===== src/rtl/layer_mux_pkg.sv =====
// rtl/layer_mux_pkg.sv - shared types, colour key constant and RGB332 expansion
// Contents: rgb332_t / rgb888_t colour types, blink_state_t FSM encoding,
//           DEFAULT_TRANSPARENT colour key, expand_rgb332() helper.
package layer_mux_pkg;

  typedef logic [7:0] rgb332_t;

  typedef struct packed {
    logic [7:0] red;
    logic [7:0] green;
    logic [7:0] blue;
  } rgb888_t;

  typedef enum logic {
    SHOW  = 1'b0,
    BLANK = 1'b1
  } blink_state_t;

  localparam rgb332_t DEFAULT_TRANSPARENT = 8'hFF;

  // Replicating the channel LSB fills the low bits so that full-scale
  // inputs reach 8'hFF and zero stays 8'h00.
  function automatic rgb888_t expand_rgb332(input rgb332_t c);
    rgb888_t e;
    e.red   = {c[7:5], {5{c[5]}}};
    e.green = {c[4:2], {5{c[2]}}};
    e.blue  = {c[1:0], {6{c[0]}}};
    return e;
  endfunction

endpackage


===== src/rtl/layer_priority_enc.sv =====
// rtl/layer_priority_enc.sv - combinational lowest-index-wins priority encoder
// Ports: eligible - one bit per layer, bit 0 has the highest priority
//        found    - at least one eligible bit is set
//        index    - winning layer index, NUM_LAYERS when nothing is eligible
module layer_priority_enc #(
  parameter int NUM_LAYERS = 8
) (
  input  logic [NUM_LAYERS-1:0]           eligible,
  output logic                            found,
  output logic [$clog2(NUM_LAYERS+1)-1:0] index
);

  localparam int IDX_W = $clog2(NUM_LAYERS+1);

  // Scan from the lowest priority upward so the last hit is the winner.
  always_comb begin
    found = 1'b0;
    index = IDX_W'(NUM_LAYERS);
    for (int i = NUM_LAYERS - 1; i >= 0; i--) begin
      if (eligible[i]) begin
        found = 1'b1;
        index = IDX_W'(i);
      end
    end
  end

endmodule


===== src/rtl/layered_rgb_mux.sv =====
// rtl/layered_rgb_mux.sv - prioritised layer compositor with blink and RGB332 expansion
// Ports: clk, reset (sync, active-high)
//        layerRGB/layerReq/layerEnable/blinkMask - per-layer colour, request, mask, blink
//        backGroundRGB - colour when no layer wins; pixelValid qualifies inputs
//        startOfFrame  - frame pulse that drives the blink counter
//        redOut/greenOut/blueOut/topLayer/outValid - results, 2 cycles after inputs
module layered_rgb_mux
  import layer_mux_pkg::*;
#(
  parameter int      NUM_LAYERS   = 8,
  parameter rgb332_t TRANSPARENT  = DEFAULT_TRANSPARENT,
  parameter int      BLINK_FRAMES = 16
) (
  input  logic                            clk,
  input  logic                            reset,
  input  rgb332_t [NUM_LAYERS-1:0]        layerRGB,
  input  logic [NUM_LAYERS-1:0]           layerReq,
  input  logic [NUM_LAYERS-1:0]           layerEnable,
  input  logic [NUM_LAYERS-1:0]           blinkMask,
  input  rgb332_t                         backGroundRGB,
  input  logic                            pixelValid,
  input  logic                            startOfFrame,
  output logic [7:0]                      redOut,
  output logic [7:0]                      greenOut,
  output logic [7:0]                      blueOut,
  output logic                            outValid,
  output logic [$clog2(NUM_LAYERS+1)-1:0] topLayer
);

  localparam int               IDX_W      = $clog2(NUM_LAYERS+1);
  localparam logic [IDX_W-1:0] BG_IDX     = IDX_W'(NUM_LAYERS);
  localparam logic [7:0]       FRAME_LAST = 8'(BLINK_FRAMES - 1);

  blink_state_t     blink_state;
  logic [7:0]       frameCnt;
  logic             blinkPhase;
  logic [NUM_LAYERS-1:0] eligible;
  logic             found;
  logic [IDX_W-1:0] win_idx;
  rgb332_t          sel_rgb;
  rgb888_t          s1_exp;

  rgb332_t          s1_rgb;
  logic [IDX_W-1:0] s1_idx;
  logic             s1_vld;

  // Blink counter and FSM. The phase is registered, so a pulse only
  // affects pixels sampled from the following cycle on.
  always_ff @(posedge clk) begin
    if (reset) begin
      blink_state <= SHOW;
      frameCnt    <= 8'd0;
    end else if (startOfFrame) begin
      if (frameCnt == FRAME_LAST) begin
        frameCnt <= 8'd0;
        case (blink_state)
          SHOW:    blink_state <= BLANK;
          BLANK:   blink_state <= SHOW;
          default: blink_state <= SHOW;
        endcase
      end else begin
        frameCnt <= frameCnt + 8'd1;
      end
    end
  end

  assign blinkPhase = (blink_state == BLANK);

  always_comb begin
    eligible = '0;
    for (int i = 0; i < NUM_LAYERS; i++) begin
      eligible[i] = layerReq[i] && layerEnable[i] &&
                    (layerRGB[i] != TRANSPARENT) &&
                    !(blinkMask[i] && blinkPhase);
    end
  end

  layer_priority_enc #(
    .NUM_LAYERS (NUM_LAYERS)
  ) u_prio (
    .eligible (eligible),
    .found    (found),
    .index    (win_idx)
  );

  // Background passes through unfiltered, even if it matches the colour key.
  always_comb begin
    sel_rgb = backGroundRGB;
    for (int i = 0; i < NUM_LAYERS; i++) begin
      if (found && (win_idx == IDX_W'(i))) begin
        sel_rgb = layerRGB[i];
      end
    end
  end

  // Stage 1: selection. Invalid cycles load a neutral pixel so the
  // outputs read as black/background while outValid is low.
  always_ff @(posedge clk) begin
    if (reset || !pixelValid) begin
      s1_rgb <= 8'h00;
      s1_idx <= BG_IDX;
      s1_vld <= 1'b0;
    end else begin
      s1_rgb <= sel_rgb;
      s1_idx <= win_idx;
      s1_vld <= 1'b1;
    end
  end

  assign s1_exp = expand_rgb332(s1_rgb);

  // Stage 2: colour expansion.
  always_ff @(posedge clk) begin
    if (reset) begin
      redOut   <= 8'h00;
      greenOut <= 8'h00;
      blueOut  <= 8'h00;
      topLayer <= BG_IDX;
      outValid <= 1'b0;
    end else begin
      redOut   <= s1_exp.red;
      greenOut <= s1_exp.green;
      blueOut  <= s1_exp.blue;
      topLayer <= s1_idx;
      outValid <= s1_vld;
    end
  end

endmodule

===== config.mk =====
export PLATFORM = sky130hd
export DESIGN_NAME = layered_rgb_mux
export DESIGN_NICKNAME = d
export VERILOG_FILES = /design/src/rtl/layer_mux_pkg.sv /design/src/rtl/layer_priority_enc.sv /design/src/rtl/layered_rgb_mux.sv
export SDC_FILE = /design/constraint.sdc
export NUM_CORES = 1
export LEC_CHECK = 0
export ABC_AREA = 1
export BUFFER_PORTS_ARGS = -buffer_cell sky130_fd_sc_hd__buf_4
export CORE_ASPECT_RATIO = 0.8
export CORE_MARGIN = 10
export CORE_UTILIZATION = 40
export DETAILED_ROUTE_END_ITERATION = 12
export PLACE_DENSITY_LB_ADDON = 0.15
export REMOVE_ABC_BUFFERS = 1
export SYNTH_ARGS = -nofsm -noshare
export SYNTH_HDL_FRONTEND = slang
export SYNTH_SLANG_ARGS = --single-unit

===== constraint.sdc =====
create_clock -name clk -period 2.14 [get_ports clk]
set_input_delay 0 -clock clk [delete_from_list [all_inputs] [get_ports clk]]
set_output_delay 0 -clock clk [all_outputs]
set_load 0.005 [all_outputs]

---- After elaboration in Yosys (flattened, before gate mapping) ----
Cells that the tools add are included.
Widths: inputs -> output; s select.
operators by class
  add/sub/neg operators ................... 1
  $mul .................................... 0
  divide/modulo/power cells ............... 0
  order comparisons ....................... 0
  equality and inequality tests ........... 16
  shifts and indexed selects .............. 0
  mux-type cells .......................... 27
  bitwise logic cells ..................... 1
  reductions and logical operators ........ 52
operators with widths
  operator             number
  $mux 8               9
  $ne 8x8->1 const B   8
  $logic_and 1x1->1    40
  $mux 4               8
  $eq 4x3->1 const B   4
  $logic_not 1->1      9
  $mux 1               9
  $add 8x1->8 const B  1
  $eq 4x2->1 const B   2
  $eq 8x4->1 const B   1
  $eq 4x1->1 const B   1
  $logic_not 4->1      1
  $pmux 1 s2           1
  $reduce_and 2->1     1
  $logic_or 1x1->1     1
  $not 1->1            1
storage, ports and cells
  register bits ........................... 51
  bits in latches ......................... 0
  bits in writable memories ............... 0
  ROM bits ................................ 0
  input port bits ......................... 100
  output and inout bits ................... 29
  logic and storage cells ................. 107
  memories kept ........................... 0

---- Longest topological paths before layout ----
  word-level depth ........................ 21
  mapped depth ............................ 20
  depth with buffers taken out ............ 20

---- Cells and area by module ----
Synthesis repeated with hierarchy kept, for this count alone.
unflattened totals
  cell total of the unflattened synthesis .. 379
  area, all modules ....................... 2391.0 um^2
by module, submodules not included
  module              instances  cells an instance  area each (um^2)  sequential area each (um^2)
  layered_rgb_mux     1          356                2272.2            700.7
  layer_priority_enc  1          23                 118.9             0.0

---- Worst setup path before layout ----
Ideal clock, no wire load.
  path type ............................... register -> register
  from .................................... register blink_state (netlist: blinkPhase)
  to ...................................... register s1_rgb[4]
  setup time .............................. 122 ps
  arrival ................................. 1746 ps
  data required time ...................... 2018 ps
  path slack .............................. 273 ps
  cell stages (with the launch flop) ...... 15
  path buffers ............................ 2
  period minus slack after synthesis ...... 1867 ps
  path through ............................ dfxtp_1 buf_6 a21oi_1 o21ai_1 nand2_2 o21ai_4 inv_4 nor2_4 nand2_2 buf_6 or2_0 nand2_1 nand2_1 nand2_1 a21oi_2
between the ends
  longest elaborated chain between the ends .. 21
  elaborated cells on any way between the ends .. 64
  classes of those cells .................. eq/ne (7); mux (24); reduce/logical (33)
ends and longest elaborated chain
  item                      RTL line                  source
  start: declaration        layered_rgb_mux.sv:34     blink_state_t blink_state;
  start signal: assignment  layered_rgb_mux.sv:51     blink_state <= SHOW;
  start signal: assignment  layered_rgb_mux.sv:57     SHOW: blink_state <= BLANK;
  start signal: assignment  layered_rgb_mux.sv:58     BLANK: blink_state <= SHOW;
  $logic_and 1x1->1         layered_rgb_mux.sv:74     !(blinkMask[i] && blinkPhase);
  $logic_not 1->1           layered_rgb_mux.sv:74
  $logic_and 1x1->1         layered_rgb_mux.sv:73     (layerRGB[i] != TRANSPARENT) &&
  $mux 4 (8 in series)      layer_priority_enc.sv:20  if (eligible[i]) begin
  $logic_not 4->1           layered_rgb_mux.sv:90     if (found && (win_idx == IDX_W'(i))) begin
  $logic_and 1x1->1         layered_rgb_mux.sv:90
  $mux 8 (7 in series)      layered_rgb_mux.sv:90
  $mux 8 (*)                layered_rgb_mux.sv:90
  end signal: assignment    layered_rgb_mux.sv:104    s1_rgb <= sel_rgb;
  end: declaration          layered_rgb_mux.sv:43     rgb332_t s1_rgb;
Every way passes the cells marked *; elsewhere a longest branch is shown, timed or not.
A chain may end at the register's enable or synchronous reset.

---- Worst setup path in the final report ----
Ends and elaborated chain as after synthesis.

==> flow_metrics.env <==
export IMPL_status="completed"
export IMPL_rrSetupSlack_ns=0.05
export IMPL_max_vdd_ir_drop_mv=0.281
export IMPL_fmax_ghz=0.478
export IMPL_path_class="flip-flop to flip-flop"
export IMPL_grt_max_degree=20
export IMPL_vias=2834
export IMPL_root_buffer="clkbuf_8"
export IMPL_track_usage_pct=15.8
export IMPL_synth_edf_count=0
export IMPL_placementRows=25
export IMPL_initial_core_util_pct=41.7
export IMPL_r2r_end="s1_rgb[4]"
export IMPL_slew_headroom_pct=80.0
export IMPL_layout_worst_path_cycle_share_pct=97.7
export IMPL_cpPeakStageDelay_ns=0.39
export IMPL_p_leak_uw=0.00195
export IMPL_syn_area_per_cell_um2=6.16
export IMPL_drc=0
export IMPL_chipHeight_um=90.6
export IMPL_drtIter0Drc=160
export IMPL_die_w_um=108
export IMPL_r2r_start="blinkPhase"
export IMPL_cts_tree="yes"
export IMPL_async_flop_share_pct=0
export IMPL_worst_clock_skew_ns=0.00746
export IMPL_setup_violations=0
export IMPL_grt_pass1_wl_um=12700
export IMPL_area_delta_synth_final_pct=48.5
export IMPL_clk_path_buf_depth=2
export IMPL_min_from="layerRGB[58]"
export IMPL_totalWireLength_um=8040
export IMPL_finalSetupTns_ns=0
export IMPL_final_max_slew_viol_count=0
export IMPL_grt_overflow_total=0
export IMPL_seq_area_frac_synth_pct=28.1
export IMPL_drive_gt1_share_pct=37.9
export IMPL_end_kind="flip-flop"
export IMPL_holdPathEnd="s1_rgb[2]"
export IMPL_wl_per_cell_um=13.1
export IMPL_reg2regPathDepth=16
export IMPL_ys_seq_elements=35
export IMPL_io_pins=129
export IMPL_worstPathArrival_ns=2.27
export IMPL_min_period_ns=2.09
export IMPL_design_area_um2=3700
export IMPL_critPathBufInv=1
export IMPL_yosysUniqueCellTypes=34
export IMPL_cts_sinks=35
export IMPL_clkLatencyLatePin_ns=0.29
export IMPL_gp_congestion=0.889
export IMPL_crit_family="simple AND/OR/NAND/NOR gates"
export IMPL_cap_violations=0
export IMPL_ant_nets=0
export IMPL_numCtsBuffers=5
export IMPL_yosysTopAreaCellShare_pct=28.1
export IMPL_crit_required_ns=2.32
export IMPL_tightest_slew_ns=0.300
export IMPL_final_hold_viol_count=0
export IMPL_antenna_found_initial=0
export IMPL_synthesis_area_um2=2490
export IMPL_crit_path_cell_trace="nand2_2 > nand3_2 > a21oi_2 > nand2_1 > nand2_1 > nand2_1 > nand2_1 > nand2_2 > nand2_4 > nand2_8 > nor3_4 > clkinvlp_4 > nor2_1 > nor2_1 > nand2_1 > a21oi_2"
export IMPL_rsz0062_at_grt="yes"
export IMPL_dominantRegCellSynth="dfxtp_1"
export IMPL_synthTopCellsByArea="dfxtp_1, nand2_1, inv_1"
export IMPL_place_area_um2=3490
export IMPL_antenna_cells=0
export IMPL_core_region_area_um2=5970
export IMPL_postSynthCellCount=405
export IMPL_path_clk_slew_ns=0.08
export IMPL_fin_nets=631
export IMPL_hold_depth=3
export IMPL_place_hpwl_um=6770
export IMPL_path_common_cell="nand2_1"
export IMPL_cpMaxStageDelayCell="dfxtp_4"
export IMPL_die_area_um2=9810
export IMPL_synth_top_area_cell="dfxtp_1"
export IMPL_worstPathMaxFanout=8
export IMPL_p_per_area_nw_per_um2=503
export IMPL_via_per_inst=4.63
export IMPL_io_buffers=128
export IMPL_h_tree_depth=2
export IMPL_yosysWarnings=0
export IMPL_grt_pass1_vias=2783
export IMPL_min_path_type="input port to flip-flop"
export IMPL_drt_pass1_iter_count=4
export IMPL_cp_start_kind="flip-flop"
==> how the worst max path moves through the flow <==
stage                     from        end  cells past startpoint
floorplan           blinkPhase  s1_rgb[0]                     12
CTS                 blinkPhase  s1_rgb[2]                     17
global placement    blinkPhase  s1_rgb[2]                     17
finish              blinkPhase  s1_rgb[4]                     16
global route        blinkPhase  s1_rgb[2]                     16
detailed placement  blinkPhase  s1_rgb[2]                     17
==> tightest hold or removal path, cell delays in order <==
cell and delay [ns]:
buf_4 0.08, o21ai_0 0.08, nor2_1 0.09
==> routing by layer <==
layer	part of all wire (%)	track usage, %	vias up
met5	0	0	-
met4	0.78	3.73	0
met3	9.8	6.85	6
met2	47	25.4	94
met1	42	18.7	1249
li1	-	-	1485
==> through the flow <==
step | cells | total power [uW] | hold slack [ns] | worst slack (ns) | util, %
2_1_floorplan | 381 | 969 | 0.0712 | 0.162 | -
3_3_place_gp | 600 | 1250 | 0.290 | -0.0196 | 58.4
3_5_place_dp | 600 | 1250 | 0.299 | -0.0325 | 58.4
4_1_cts | 610 | 1850 | 0.0188 | 0.0223 | 60.7
5_1_grt | 612 | 1980 | 0.0110 | -0.136 | 62.0
6_report | 612 | 1860 | 0.0115 | 0.0487 | 62.0
==> cell usage in the layout (no fill, tap or decap), drive strengths merged <==
cell type / count
o31ai: 1
a21oi: 17
dlygate4sd3: 1
nor2: 53
o21ai: 19
inv: 61
nor3: 7
ha: 1
clkinvlp: 1
buf: 140
clkinv: 3
xor2: 3
a22o: 1
nor3b: 2
nand2: 135
dfxtp: 35
bufinv: 1
clkbuf: 5
nand3: 21
o22ai: 2
nand4: 10
or2: 12
==> area by class of cell <==
| cell class | count | area, um^2 |
|---|---|---|
| Tap cell | 81 | 101 |
| Fill cell | 578 | 2270 |
| Inverter | 62 | 243 |
| Multi-Input combinational cell | 284 | 1450 |
| Sequential cell | 35 | 704 |
| Clock inverter | 3 | 43.8 |
| Timing Repair inverter | 1 | 7.51 |
| Clock buffer | 5 | 68.8 |
| Timing Repair Buffer | 141 | 1090 |
==> repair_timing <==
| action | CTS | global route |
|---|---|---|
| resized for setup | 3 | 19 |
| hold buffers | 1 | 0 |
| endpoints found under the setup margin | 7 | 8 |
| hold endpoints to repair | 1 | 0 |
| gates cloned | 0 | 1 |
| pin swaps | 3 | 10 |
| setup buffers | 1 | 2 |
==> registers in the layout (all words and copies together) (netlist names) <==
name,cells
blinkPhase,1
blueOut,2
frameCnt,8
greenOut,3
outValid,1
redOut,3
s1_idx,4
s1_rgb,8
s1_vld,1
topLayer,4
==> synth_stat cells, types with 2 or more instances <==
cell type  count
a21oi_1        9
a21oi_2        8
buf_4         18
buf_6          3
clkbuf_1       2
dfxtp_1       35
inv_1         56
inv_2          3
inv_4          2
nand2_1      125
nand2_2        8
nand2_4        2
nand3_1       20
nand4_1       10
nor2_1        50
nor2_4         3
nor3_1         4
nor3_2         2
nor3b_1        2
o21ai_0       13
o21ai_1        4
o22ai_1        2
or2_0          3
or2_2          9
xor2_1         3
==> logic make-up (layout without fill, tap and decap cells) <==
kind of cell,count (synthesis),count (layout),share of synthesized area [%]
compound gates,40,40,10.2
xor+xnor,3,3,1.05
fa+ha+maj,1,1,0.502
buf+inv,86,212,16.8
flops,35,35,28.1
simple gates,240,240,43.4
==> where the power goes <==
part	switching, uW	internal (uW)
sequential	14.5	682
clock	241	347
combinational	293	284
total	549	1310
No activity file was read; power rests on OpenSTA's default activity.
